**config.mk**
```make
export PLATFORM = sky130hd
export DESIGN_NAME = zuc_eea3_cipher
export DESIGN_NICKNAME = d
export VERILOG_FILES = /design/src/rtl/zuc_eea3_cipher.sv
export SDC_FILE = /design/constraint.sdc
export NUM_CORES = 1
export LEC_CHECK = 0
export ABC_AREA = 1
export ABC_CLOCK_PERIOD_IN_PS = 2100
export BUFFER_PORTS_ARGS = -buffer_cell sky130_fd_sc_hd__clkbuf_2
export CAP_MARGIN = 0
export CORE_AREA = 2 2 219 221
export CTS_BUF_LIST = sky130_fd_sc_hd__clkbuf_8
export DETAILED_ROUTE_END_ITERATION = 8
export DIE_AREA = 0 0 221 223
export PLACE_DENSITY_LB_ADDON = 0.3
export SETUP_SLACK_MARGIN = 0.5
export SYNTH_ARGS = -nofsm -noshare
export SYNTH_HDL_FRONTEND = slang
export SYNTH_SLANG_ARGS = --single-unit
export TNS_END_PERCENT = 50
```
**constraint.sdc**
```tcl
create_clock -name i_clk -period 2.1 [get_ports i_clk]
set_input_delay 0.105 -clock i_clk [delete_from_list [all_inputs] [get_ports i_clk]]
set_output_delay 0.105 -clock i_clk [all_outputs]
set_load 0.02 [all_outputs]
```
**src/rtl/zuc_eea3_cipher.sv**
```systemverilog
// 128-EEA3 confidentiality stage: drives zuc_core and XORs its keystream onto packet data.
// Optional build macro ZUC_EEA3_ABORT_EN adds an i_abort input that cancels a packet in flight.
module zuc_eea3_cipher #(
  parameter int LEN_W    = 32,
  parameter int INIT_CYC = 2
) (
  input  logic             i_clk,
  input  logic             i_rst,
  input  logic             i_start,
  input  logic [127:0]     i_ck,
  input  logic [31:0]      i_count,
  input  logic [4:0]       i_bearer,
  input  logic             i_direction,
  input  logic [LEN_W-1:0] i_length,
`ifdef ZUC_EEA3_ABORT_EN
  input  logic             i_abort,
`endif
  output logic             o_busy,
  output logic             o_core_init,
  output logic [127:0]     o_core_key,
  output logic [127:0]     o_core_iv,
  output logic             o_core_ready,
  input  logic             i_core_valid,
  input  logic [31:0]      i_core_data,
  input  logic             i_din_valid,
  output logic             o_din_ready,
  input  logic [31:0]      i_din,
  output logic             o_dout_valid,
  input  logic             i_dout_ready,
  output logic [31:0]      o_dout,
  output logic             o_dout_last,
  output logic             o_done
);

  localparam int CNT_W  = LEN_W - 4;
  localparam int INIT_W = $clog2(INIT_CYC + 1);

  typedef enum logic [2:0] {IDLE, INIT, STREAM, DRAIN, DONE} state_e;

  state_e             state_q, state_d;
  logic [INIT_W-1:0]  init_cnt_q, init_cnt_d;
  logic [CNT_W-1:0]   word_cnt_q, word_cnt_d;
  logic [CNT_W-1:0]   last_idx_q, last_idx_d;
  logic [4:0]         tail_q, tail_d;
  logic [127:0]       key_q, key_d;
  logic [127:0]       iv_q, iv_d;
  logic [31:0]        dout_q, dout_d;
  logic               dout_valid_q, dout_valid_d;
  logic               dout_last_q, dout_last_d;

  logic               abort_hit;
  logic               can_load;
  logic               in_stream;
  logic               xfer;
  logic               is_last;
  logic [31:0]        tail_mask;
  logic [CNT_W-1:0]   nwords;

`ifdef ZUC_EEA3_ABORT_EN
  assign abort_hit = i_abort & ((state_q == INIT) | (state_q == STREAM) | (state_q == DRAIN));
`else
  assign abort_hit = 1'b0;
`endif

  // Ready depends on valid, never the reverse, so both sides are consumed in the same cycle.
  assign can_load     = !dout_valid_q | i_dout_ready;
  assign in_stream    = (state_q == STREAM) & !abort_hit;
  assign o_core_ready = in_stream & i_din_valid & can_load;
  assign o_din_ready  = in_stream & i_core_valid & can_load;
  assign xfer         = in_stream & i_core_valid & i_din_valid & can_load;
  assign is_last      = (word_cnt_q == last_idx_q);
  assign tail_mask    = (tail_q == 5'd0) ? 32'hFFFF_FFFF : ~(32'hFFFF_FFFF >> tail_q);
  assign nwords       = CNT_W'(i_length[LEN_W-1:5]) + CNT_W'(|i_length[4:0]);

  always_ff @(posedge i_clk) begin
    // NOTE: sequential state uses non-blocking assignments so every flop samples pre-edge values.
    if (i_rst) state_q <= IDLE;
    else       state_q <= state_d;
  end

  always_comb begin
    // NOTE: every comb output gets a default first, so no path leaves it unassigned (no latch).
    state_d = state_q;
    unique case (state_q)
      IDLE:    if (i_start) state_d = (i_length == '0) ? DONE : INIT;
      INIT:    if (init_cnt_q == INIT_W'(INIT_CYC - 1)) state_d = STREAM;
      STREAM:  if (xfer && is_last) state_d = DRAIN;
      DRAIN:   if (dout_valid_q && i_dout_ready) state_d = DONE;
      DONE:    state_d = IDLE;
      default: state_d = IDLE;
    endcase
    if (abort_hit) state_d = IDLE;
  end

  always_comb begin
    o_busy      = (state_q != IDLE);
    o_core_init = (state_q == INIT);
    o_done      = (state_q == DONE);
  end

  always_comb begin
    init_cnt_d   = (state_q == INIT) ? init_cnt_q + INIT_W'(1) : '0;
    word_cnt_d   = word_cnt_q;
    last_idx_d   = last_idx_q;
    tail_d       = tail_q;
    key_d        = key_q;
    iv_d         = iv_q;
    dout_d       = dout_q;
    dout_valid_d = dout_valid_q;
    dout_last_d  = dout_last_q;

    if (state_q == IDLE && i_start) begin
      key_d      = i_ck;
      iv_d       = {i_count, i_bearer, i_direction, 2'b00, 24'h0,
                    i_count, i_bearer, i_direction, 2'b00, 24'h0};
      tail_d     = i_length[4:0];
      last_idx_d = nwords - CNT_W'(1);
      word_cnt_d = '0;
    end

    if (xfer) begin
      dout_d       = (i_din ^ i_core_data) & (is_last ? tail_mask : 32'hFFFF_FFFF);
      dout_valid_d = 1'b1;
      dout_last_d  = is_last;
      word_cnt_d   = word_cnt_q + CNT_W'(1);
    end else if (i_dout_ready) begin
      dout_valid_d = 1'b0;
      dout_last_d  = 1'b0;
    end

    if (abort_hit) begin
      dout_valid_d = 1'b0;
      dout_last_d  = 1'b0;
    end
  end

  always_ff @(posedge i_clk) begin
    if (i_rst) begin
      init_cnt_q   <= '0;
      word_cnt_q   <= '0;
      last_idx_q   <= '0;
      tail_q       <= '0;
      key_q        <= '0;
      iv_q         <= '0;
      dout_q       <= '0;
      dout_valid_q <= 1'b0;
      dout_last_q  <= 1'b0;
    end else begin
      init_cnt_q   <= init_cnt_d;
      word_cnt_q   <= word_cnt_d;
      last_idx_q   <= last_idx_d;
      tail_q       <= tail_d;
      key_q        <= key_d;
      iv_q         <= iv_d;
      dout_q       <= dout_d;
      dout_valid_q <= dout_valid_d;
      dout_last_q  <= dout_last_d;
    end
  end

  assign o_core_key   = key_q;
  assign o_core_iv    = iv_q;
  assign o_dout       = dout_q;
  assign o_dout_valid = dout_valid_q;
  assign o_dout_last  = dout_last_q;

endmodule

```
### Yosys cells after proc, flatten, opt, wreduce, memory -nomap -nowiden

Index checks and enable logic that the tools add are counted.

* shift operators: 1
* multiplexer cells: 13
* reduce and logical (&&, ||, !) cells: 13
* bitwise operators: 11
* add/subtract/negate cells: 4
* equality and inequality tests: 10

Operators by type and width (number)
* 2-to-1 mux 32 bit: 2
* 2-to-1 mux 28 bit: 2
* AND 32 bit: 1
* zero test 32 bit: 1
* NOT 32 bit: 1
* >> shifter 32 x 5 -> 32 bit (first input constant): 1
* XOR 32 bit: 1
* adder 27 x 1 -> 28 bit: 1
* adder 28 x 1 -> 28 bit (second input constant): 1
* == test 28 bit: 1
* subtractor 28 x 1 -> 28 bit (second input constant): 1
* 2-to-1 mux 3 bit: 5
* one-hot mux 3 bit (4 select lines): 1
* AND 1 bit: 6
* == test 3 x 2 -> 1 bit (second input constant): 2
* zero test 5 bit: 1
* OR reduction 5 bit: 1
* inequality test 2 x 1 -> 1 bit (second input constant): 2
* inequality test 2 bit (second input constant): 2
* AND reduction 4 bit: 1
* nonzero test 2 bit: 2
* == test 3 x 1 -> 1 bit (second input constant): 1
* == test 3 bit (second input constant): 1
* logical AND 1 bit: 3
* 9 further kinds: 11

* input bits: 268
* logic and storage cells: 62
* output and inout bits: 295
* bits in registers: 304

### Logic depth before layout (Yosys ltp)

Gate-level depths: netlist of the first run.

* word-level depth: 7
* depth in mapped cells: 15
* gate-level depth less buffers: 15

### Worst setup path after synthesis of the first run

Ideal clock, no wire load.

* path type: reg-to-reg
* start point: reg dout_valid_q, in the netlist o_dout_valid
* end point: reg word_cnt_q[22]
* arrival time: 1.651 ns
* path slack: 0.329 ns
* buffers on the path: 1
* clock period less this slack: 1.771 ns
* data required time: 1.981 ns
* cell stages (with the launch flop): 10
* setup time: 0.119 ns
* cell sequence: dfxtp_1 > inv_1 > nor2_1 > nor3_2 > nand2_2 > clkinv_2 > buf_6 > nand4_1 > o21ai_0 > a21oi_1

* longest elaborated chain between the ends: 4
* elaborated cells between the ends (all ways): 5
* classes of those cells: mux (1); bitwise (2); reduce/logical (2)

Ends and longest elaborated chain
* from (decl): RTL line 48 `logic dout_valid_q, dout_valid_d;`
* from (signal assigned): RTL line 156 `dout_valid_q <= dout_valid_d;`
* zero test 1 bit (*): RTL line 66 `assign can_load = !dout_valid_q | i_dout_ready;`
* OR 1 bit (*): RTL line 66
* AND 1 bit (*): RTL line 70 `assign xfer = in_stream & i_core_valid & i_din_valid & can_load;`
* 2-to-1 mux 28 bit or nonzero test 2 bit (tied branches)
* to (signal assigned): RTL line 150 `word_cnt_q <= word_cnt_d;`
* to (decl): RTL line 42 `logic [CNT_W-1:0] word_cnt_q, word_cnt_d;`

Every way passes the cells marked *; elsewhere a longest branch is shown, timed or not.
A chain may end at the register's enable or synchronous reset.

### Worst setup path after layout of the first run

* start point: reg last_idx_q[17]
* end point: reg dout_q[6], in the netlist o_dout[6]

* longest elaborated chain between the ends: 3

Ends and longest elaborated chain
* from (decl): RTL line 43 `logic [CNT_W-1:0] last_idx_q, last_idx_d;`
* from (signal assigned): RTL line 151 `last_idx_q <= last_idx_d;`
* == test 28 bit: RTL line 71 `assign is_last = (word_cnt_q == last_idx_q);`
* 2-to-1 mux 32 bit: RTL line 122 `dout_d = (i_din ^ i_core_data) & (is_last ? tail_mask : 32'hFFFF_FFFF);`
* AND 32 bit: RTL line 122
* to (signal assigned): RTL line 155 `dout_q <= dout_d;`
* to (decl): RTL line 47 `logic [31:0] dout_q, dout_d;`

Every way passes these cells.

==> results of run 1 <==
-- cell usage after synthesis (11+ instances only) --
cell type	count
buf_2	21
nor3_1	20
xor2_1	33
nand2_1	166
xnor2_1	21
nor2_1	410
o21ai_0	244
a21oi_1	81
nand3_1	46
nand4_1	21
inv_1	109
dfxtp_1	266
buf_4	104
clkbuf_1	53
o21ai_1	11
-- cell type report --
| class | instances | area (um2) |
|---|---|---|
| Timing Repair inverter | 2 | 12.5 |
| Tap cell | 615 | 769 |
| Sequential cell | 266 | 5390 |
| Antenna cell | 4 | 10.0 |
| Fill cell | 4447 | 25900 |
| Timing Repair Buffer | 899 | 7070 |
| Inverter | 114 | 474 |
| Clock buffer | 63 | 867 |
| Clock inverter | 24 | 198 |
| Multi-Input combinational cell | 1192 | 6500 |
-- how the worst max path moves through the flow --
| stage | from | end | slack, ns | cells after the start |
|---|---|---|---|---|
| 6_report | last_idx_q[17] | o_dout[6] | 0.35 | 10 |
| 5_1_grt | state_q[2] | o_core_key[8] | 0.28 | 11 |
| 4_1_cts | last_idx_q[17] | o_dout[6] | 0.37 | 10 |
| 3_5_place_dp | i_length[1] | last_idx_q[26] | 0.003 | 14 |
| 3_3_place_gp | i_length[0] | last_idx_q[22] | 0.02 | 16 |
| 2_1_floorplan | i_length[0] | last_idx_q[22] | 0.40 | 14 |
-- state kept, by name, indices dropped and copies added (netlist names) --
signal and cells:
state_q 3, word_cnt_q 28, o_core_key 128, o_dout_valid 1, init_cnt_q 2, tail_q 5
o_dout 32, o_core_iv 38, last_idx_q 28, o_dout_last 1
-- per-stage QoR --
step | worst slack [ns] | util [%]
after CTS | 0.367 | 42.5
after detailed placement | 0.00314 | 32.5
after global routing | 0.277 | 45.2
final | 0.354 | 45.2
after global placement | 0.0235 | 32.5
after floorplan | 0.403 | -
-- routing by layer --
layer	up-vias	GRT usage, %
li1	7067	-
met1	6767	22.2
met2	634	33.0
met3	129	4.70
met4	2	6.78
met5	-	0
-- logic make-up (layout without fill, tap and decap cells) --
logic type	after synthesis	count (layout)
buf+inv	295	1102
compound gates	387	387
simple gates	695	695
flops	266	266
other cells	1	56
xor+xnor	54	54
fa+ha+maj	4	4
-- worst reg2reg max path, delay by kind of cell (launching register included) --
kind / cells / cell delay [ns]
xor gates and xnor gates: 1 / 0.12
AOI/OAI and AO/OA: 2 / 0.21
DFF: 1 / 0.38
and+or+nand+nor: 5 / 0.59
buffers and inverters: 2 / 0.31
-- timing repair --
item / 4_1_cts / 5_1_grt
endpoints found under the hold margin: 238 / 0
buffers inserted: 28 / 25
hold buffers: 269 / 0
cloned: 13 / 14
pin swaps: 22 / 55
gates resized for setup: 108 / 228
endpoints found under the setup margin: 253 / 261
-- cell usage in the layout (no fill, tap or decap), types with 5 or more instances in the layout --
| cell | n |
|---|---|
| conb_1 | 52 |
| a211oi_1 | 5 |
| dfxtp_2 | 19 |
| clkbuf_16 | 11 |
| a31oi_1 | 5 |
| xor2_1 | 33 |
| inv_1 | 110 |
| inv_2 | 8 |
| nor2_1 | 339 |
| nand2_2 | 12 |
| buf_4 | 49 |
| dfxtp_1 | 236 |
| nand2_1 | 154 |
| nand3_1 | 38 |
| dlygate4sd3_1 | 268 |
| dfxtp_4 | 11 |
| o211ai_1 | 6 |
| nor4_1 | 6 |
| o21ai_0 | 216 |
| a21oi_1 | 73 |
| nand3_2 | 10 |
| nand4_1 | 21 |
| xnor2_1 | 18 |
| clkbuf_2 | 508 |
| nor3_1 | 18 |
| nor2_2 | 25 |
| o21ai_2 | 27 |
| o21ai_1 | 17 |
| nor2_4 | 54 |
| buf_6 | 22 |
| clkinvlp_4 | 6 |
| a21oi_2 | 17 |
| buf_16 | 17 |
| o21bai_1 | 5 |
| buf_12 | 18 |
| clkbuf_8 | 63 |
-- power by group through the flow --
| stage | combinational, mW | sequential (mW) | clock, mW |
|---|---|---|---|
| 6_report | 9.76 | 6.97 | 5.41 |
| 5_1_grt | 10.4 | 7.09 | 5.80 |
| 4_1_cts | 8.49 | 6.89 | 5.56 |
| 3_5_place_dp | 6.77 | 6.96 | 0 |
| 3_3_place_gp | 6.75 | 6.94 | 0 |
| 2_1_floorplan | 3.50 | 7.95 | 0 |
==> results.sh, run 1 <==
export IMPL_status="complete, no violations"
export IMPL_combPwrFrac_pct=44.1
export IMPL_p_seq_share_pct=31.5
export IMPL_power_density_mw_per_mm2=1040
export IMPL_drive_above_1_share_pct=36.1
export IMPL_ant_nets=0
export IMPL_synth_xor_xnor_area_share_pct=3.82
export IMPL_synthArstFlopShare_pct=0
export IMPL_min_from="i_length[4]"
export IMPL_cts_tree="yes"
export IMPL_slew_viol_final=0
export IMPL_critPathRequiredTime_ns=2.58
export IMPL_syn_cell_area_mm2=0.0124
export IMPL_place_congestion=0.906
export IMPL_synth_seq_cells=266
export IMPL_cap_viol_max_count=0
export IMPL_synth_top_area_share_pct=43.0
export IMPL_synth_avg_cell_area_um2=7.27
export IMPL_synth_edf_count=0
export IMPL_post_route_cell_area_mm2=0.0213
export IMPL_drt_first_pass_iters=5
export IMPL_cpPeakStageDelay_ns=0.38
export IMPL_dpl_instance_area_mm2=0.0153
export IMPL_setup_tns_ns=0
export IMPL_cts_buffers=49
export IMPL_wire_per_inst_um=16.3
export IMPL_timing_rr_end="o_dout[6]"
export IMPL_reg2regPathDepth=10
export IMPL_peakVddDrop_v=0.000743
export IMPL_synthMuxAreaShare_pct=0
export IMPL_setup_violations_final=0
export IMPL_area_growth_pct=72.0
export IMPL_track_usage_pct=18.8
export IMPL_power_total_mw=22.1
export IMPL_finalNonFillerCells=3179
export IMPL_synth_ff_type="dfxtp_1"
export IMPL_row_count=80
export IMPL_met3_wirelength_um=3680
export IMPL_io_pins=563
export IMPL_holdPathEnd="last_idx_q[1]"
export IMPL_dp_cells=2739
export IMPL_fin_skew_ns=0.0300
export IMPL_worst_slew_pin_slew_ns=0.560
export IMPL_critPathKind="flop to flop"
export IMPL_grt_max_degree=106
export IMPL_topRoutingLayerUsed="met5"
export IMPL_num_vias=14599
export IMPL_r2r_slack_ns=0.35
export IMPL_synth_top_family_by_area="simple AND/OR/NAND/NOR gates"
export IMPL_fin_nets=2796
export IMPL_power_frac_clock_pct=24.4
export IMPL_vias_per_cell=4.59
export IMPL_crit_path_start_kind="flop"
export IMPL_insertion_delay_ns=0.62
export IMPL_yosysTopAreaCell="dfxtp_1"
export IMPL_finalCritPeriodShare_pct=83.2
export IMPL_die_w_um=221
export IMPL_hold_viol_final=0
export IMPL_die_h_um=223
export IMPL_critical_path_max_fanout=7
export IMPL_seq_area_frac_synth_pct=43.0
export IMPL_worstPathArrival_ns=2.23
export IMPL_p_int_mw=13.3
export IMPL_grt_setup_unrepaired="true"
export IMPL_yosys_top_cells_area="dfxtp_1 (43%), nor2_1 (12%), o21ai_0 (9.9%)"
export IMPL_rr_startpoint="last_idx_q[17]"
export IMPL_dp_hpwl_um=31500
export IMPL_cp_cell_sequence="xnor2_2 > nand2_1 > nor2_1 > nand2_1 > nor2_4 > buf_6 > nand3_4 > buf_6 > o21ai_2 > a21oi_2"
export IMPL_synth_compound_area_share_pct=17.0
export IMPL_hold_class="primary input to flop"
export IMPL_min_period_ns=1.75
export IMPL_yosysWarnings=0
export IMPL_wl_met1_um=20800
export IMPL_antenna_found_initial=5
export IMPL_slowest_stage="dfxtp_2"
export IMPL_max_freq_mhz=573
export IMPL_drt_initial_drc_count=774
export IMPL_synth_distinct_cells=44
export IMPL_path_delay_family="simple AND/OR/NAND/NOR gates"
export IMPL_port_buffer_count=510
export IMPL_switching_share_pct=39.9
export IMPL_crit_buf_inv=2
export IMPL_dieArea_mm2=0.0493
export IMPL_syn_inst=1702
export IMPL_synth_adder_area_share_pct=0.404
export IMPL_grt_pass1_wl_um=75400
export IMPL_clockBufferDepth=3
export IMPL_drc=0
export IMPL_clockRootBuffer="clkbuf_8"
export IMPL_switching_power_mw=8.83
export IMPL_path_clk_slew_ns=0.06
export IMPL_slew_headroom_pct=62.7
export IMPL_first_global_vias=14108
export IMPL_leakage_nw=9.72
export IMPL_hold_depth=5
export IMPL_wl_met2_um=25800
export IMPL_worst_hold_slack_ns=0.100
export IMPL_h_tree_depth=2
export IMPL_routed_wl_um=51900
export IMPL_synthSimpleGateAreaFrac_pct=23.3
export IMPL_worstSetupEndpointType="flop"
export IMPL_clock_sink_count=266
export IMPL_start_util_pct=26.3
export IMPL_core_area_mm2=0.0471
export IMPL_grt_overflow=0
(Power assumes the default switching activity.)
==> run 2: changes to the inputs <==
--- a/config.mk
+++ b/config.mk
@@ -6,7 +6,7 @@
 export NUM_CORES = 1
 export LEC_CHECK = 0
 export ABC_AREA = 1
-export ABC_CLOCK_PERIOD_IN_PS = 2100
+export ABC_CLOCK_PERIOD_IN_PS = 1700
 export BUFFER_PORTS_ARGS = -buffer_cell sky130_fd_sc_hd__clkbuf_2
 export CAP_MARGIN = 0
 export CORE_AREA = 2 2 219 221
==> constraint.sdc (replaced) <==
create_clock -name i_clk -period 1.7 [get_ports i_clk]
set_input_delay 0.085 -clock i_clk [delete_from_list [all_inputs] [get_ports i_clk]]
set_output_delay 0.085 -clock i_clk [all_outputs]
set_load 0.02 [all_outputs]
==> run 2 against run 1 <==
  * The run now ends with negative hold slack, negative setup slack left
  * Combinational power is 56% higher
  * Sequential share of layout area shrank 2.5 points
  * Sequential cell count unchanged
  * Worst setup slack worse by 0.43 ns
  * Final cell count up 2.7%
  * Total power grew 37%
  * Sequential power increased by 26%
  * Utilization up 4.9 points
  * Global-route usage rose by 1.6 points
  * Clock power increased by 19%
  * Design area grew 11%
==> results.sh, run 2 (synthesis gave the netlist of run 1 again) <==
export IMPL_hold_viol_final=1
export IMPL_combPwrFrac_pct=49.9
export IMPL_holdPathEnd="last_idx_q[1]"
export IMPL_core_area_mm2=0.0471
export IMPL_drt_first_pass_iters=5
export IMPL_worst_slew_pin_slew_ns=0.636
export IMPL_power_density_mw_per_mm2=1290
export IMPL_timing_rr_end="o_core_key[2]"
export IMPL_die_w_um=221
export IMPL_clockBufferDepth=3
export IMPL_fin_nets=2889
export IMPL_violations="negative hold slack, negative setup slack"
export IMPL_worstPathArrival_ns=2.26
export IMPL_dp_cells=2801
export IMPL_worstSetupEndpointType="flop"
export IMPL_leakage_nw=10.6
export IMPL_first_global_vias=15327
export IMPL_grt_setup_unrepaired="true"
export IMPL_h_tree_depth=2
export IMPL_start_util_pct=26.3
export IMPL_hold_class="primary input to flop"
export IMPL_regArea_mm2=0.00538
export IMPL_drt_initial_drc_count=942
export IMPL_power_frac_clock_pct=21.2
export IMPL_clock_sink_count=266
export IMPL_drive_above_1_share_pct=46.1
export IMPL_max_freq_mhz=564
export IMPL_port_buffer_count=510
export IMPL_area_growth_pct=90.6
export IMPL_wire_per_inst_um=17.2
export IMPL_finalCritPeriodShare_pct=104
export IMPL_worst_hold_slack_ns=-0.121
export IMPL_slew_viol_final=0
export IMPL_cts_buffers=49
export IMPL_largest_register_ffs=128
export IMPL_cap_viol_max_count=0
export IMPL_min_period_ns=1.77
export IMPL_cts_tree="yes"
export IMPL_fin_skew_ns=0.0274
export IMPL_dieArea_mm2=0.0493
export IMPL_switching_share_pct=40.4
export IMPL_min_from="i_length[6]"
export IMPL_finalNonFillerCells=3264
export IMPL_utilization_pct=50.1
export IMPL_dp_hpwl_um=32100
export IMPL_layout_setup_ws_ns=-0.0720
export IMPL_p_int_mw=18.1
export IMPL_die_h_um=223
export IMPL_place_congestion=0.877
export IMPL_setup_tns_ns=-1.09
export IMPL_peakVddDrop_v=0.000907
export IMPL_io_pins=563
export IMPL_layout_common_cells="clkbuf_2 (505), nor2_1 (296), dlygate4sd3_1 (265)"
export IMPL_grt_max_degree=92
export IMPL_reg2regPathDepth=11
export IMPL_insertion_delay_ns=0.61
export IMPL_hold_depth=4
export IMPL_switching_power_mw=12.3
export IMPL_p_seq_share_pct=28.9
export IMPL_path_clk_slew_ns=0.06
export IMPL_grt_overflow=0
export IMPL_track_usage_pct=20.4
export IMPL_final_common_cell="clkbuf_2"
export IMPL_slew_headroom_pct=57.6
export IMPL_status="finished, violations left"
export IMPL_crit_path_start_kind="flop"
export IMPL_fill_cells=4222
export IMPL_critPathRequiredTime_ns=2.19
export IMPL_multiInputGateArea_mm2=0.00751
export IMPL_power_total_mw=30.4
export IMPL_routed_wl_um=56200
export IMPL_grt_pass1_wl_um=81400
export IMPL_ant_nets=0
export IMPL_critical_path_max_fanout=8
export IMPL_antenna_found_initial=0
export IMPL_drc=0
export IMPL_rr_startpoint="state_q[0]"
export IMPL_clockRootBuffer="clkbuf_8"
export IMPL_diodes=0
export IMPL_num_vias=15314
export IMPL_r2r_slack_ns=-0.07
export IMPL_critPathKind="flop to flop"
export IMPL_setup_violations_final=50
export IMPL_row_count=80
export IMPL_vias_per_cell=4.69
## run 2: changes by cell type in the layout (fill, tap and decap cells not counted), moves of 15 or more
| cell | change |
|---|---|
| buf_4 | +46 |
| nand2_1 | -20 |
| buf_16 | +15 |
| o21ai_2 | +80 |
| nor2_2 | +39 |
| a21oi_1 | -25 |
| o21ai_0 | -96 |
| a21oi_2 | +24 |
| nor2_1 | -43 |
## run 2: repair_timing
item / CTS / global route
hold endpoints to repair: 240 / 2
hold buffers: 265 / 1
gates resized for setup: 294 / 376
gates cloned: 31 / 15
pin swaps: 89 / 122
setup endpoints to repair: 507 / 507
buffers inserted: 43 / 26
## run 2: power by group through the flow
stage               sequential (mW)  clock, mW  combinational, mW
floorplan                      9.83          0               4.53
global placement               8.59          0               8.83
detailed placement             8.62          0               8.88
CTS                            8.56       6.61               13.0
global route                   8.92       6.90               16.1
finish                         8.79       6.46               15.2
## run 2: how the worst max path moves through the flow
| stage | from | to | slack [ns] | depth (start not counted) |
|---|---|---|---|---|
| 6_report | state_q[0] | o_core_key[2] | -0.07 | 11 |
| 3_3_place_gp | i_length[0] | last_idx_q[26] | -0.38 | 14 |
| 4_1_cts | state_q[1] | o_core_iv[114] | -0.01 | 11 |
| 5_1_grt | word_cnt_q[25] | o_dout[29] | -0.16 | 12 |
| 2_1_floorplan | i_length[0] | last_idx_q[22] | 0.02 | 14 |
| 3_5_place_dp | i_length[0] | last_idx_q[26] | -0.43 | 14 |
## run 2: final cells by class
| cell class | instances | share of cell area (%) |
|---|---|---|
| Clock buffer | 62 | 3.62 |
| Clock inverter | 21 | 0.626 |
| Inverter | 114 | 2.09 |
| Multi-Input combinational cell | 1192 | 31.8 |
| Sequential cell | 266 | 22.8 |
| Tap cell | 615 | 3.26 |
| Timing Repair Buffer | 991 | 35.6 |
| Timing Repair inverter | 3 | 0.180 |
## run 2: stage by stage
stage          instance area [um2]  setup WS (ns)
3_5_place_dp                 16000         -0.435
4_1_cts                      21900        -0.0109
5_1_grt                      23600         -0.162
2_1_floorplan                12900         0.0233
3_3_place_gp                 16000         -0.377
6_report                     23600        -0.0720
## run 2: routing by layer
layer	up-vias	share of wire, %	global-route usage [%]	wire length (um)
li1	7250	-	-	-
met1	7264	39	23.3	22000
met2	672	50	36.7	28300
met3	128	6.6	4.45	3680
met4	0	3.8	8.59	2150
met5	-	0	0	0
## run 2: critical path, cell delays in order (launching register included)
cell,delay (ns)
dfxtp_4,0.36
buf_6,0.12
nor2_4,0.12
nand2_4,0.07
nor2_4,0.10
buf_12,0.18
inv_16,0.07
buf_16,0.16
buf_12,0.13
buf_16,0.14
nor2_4,0.10
nor2_1,0.06
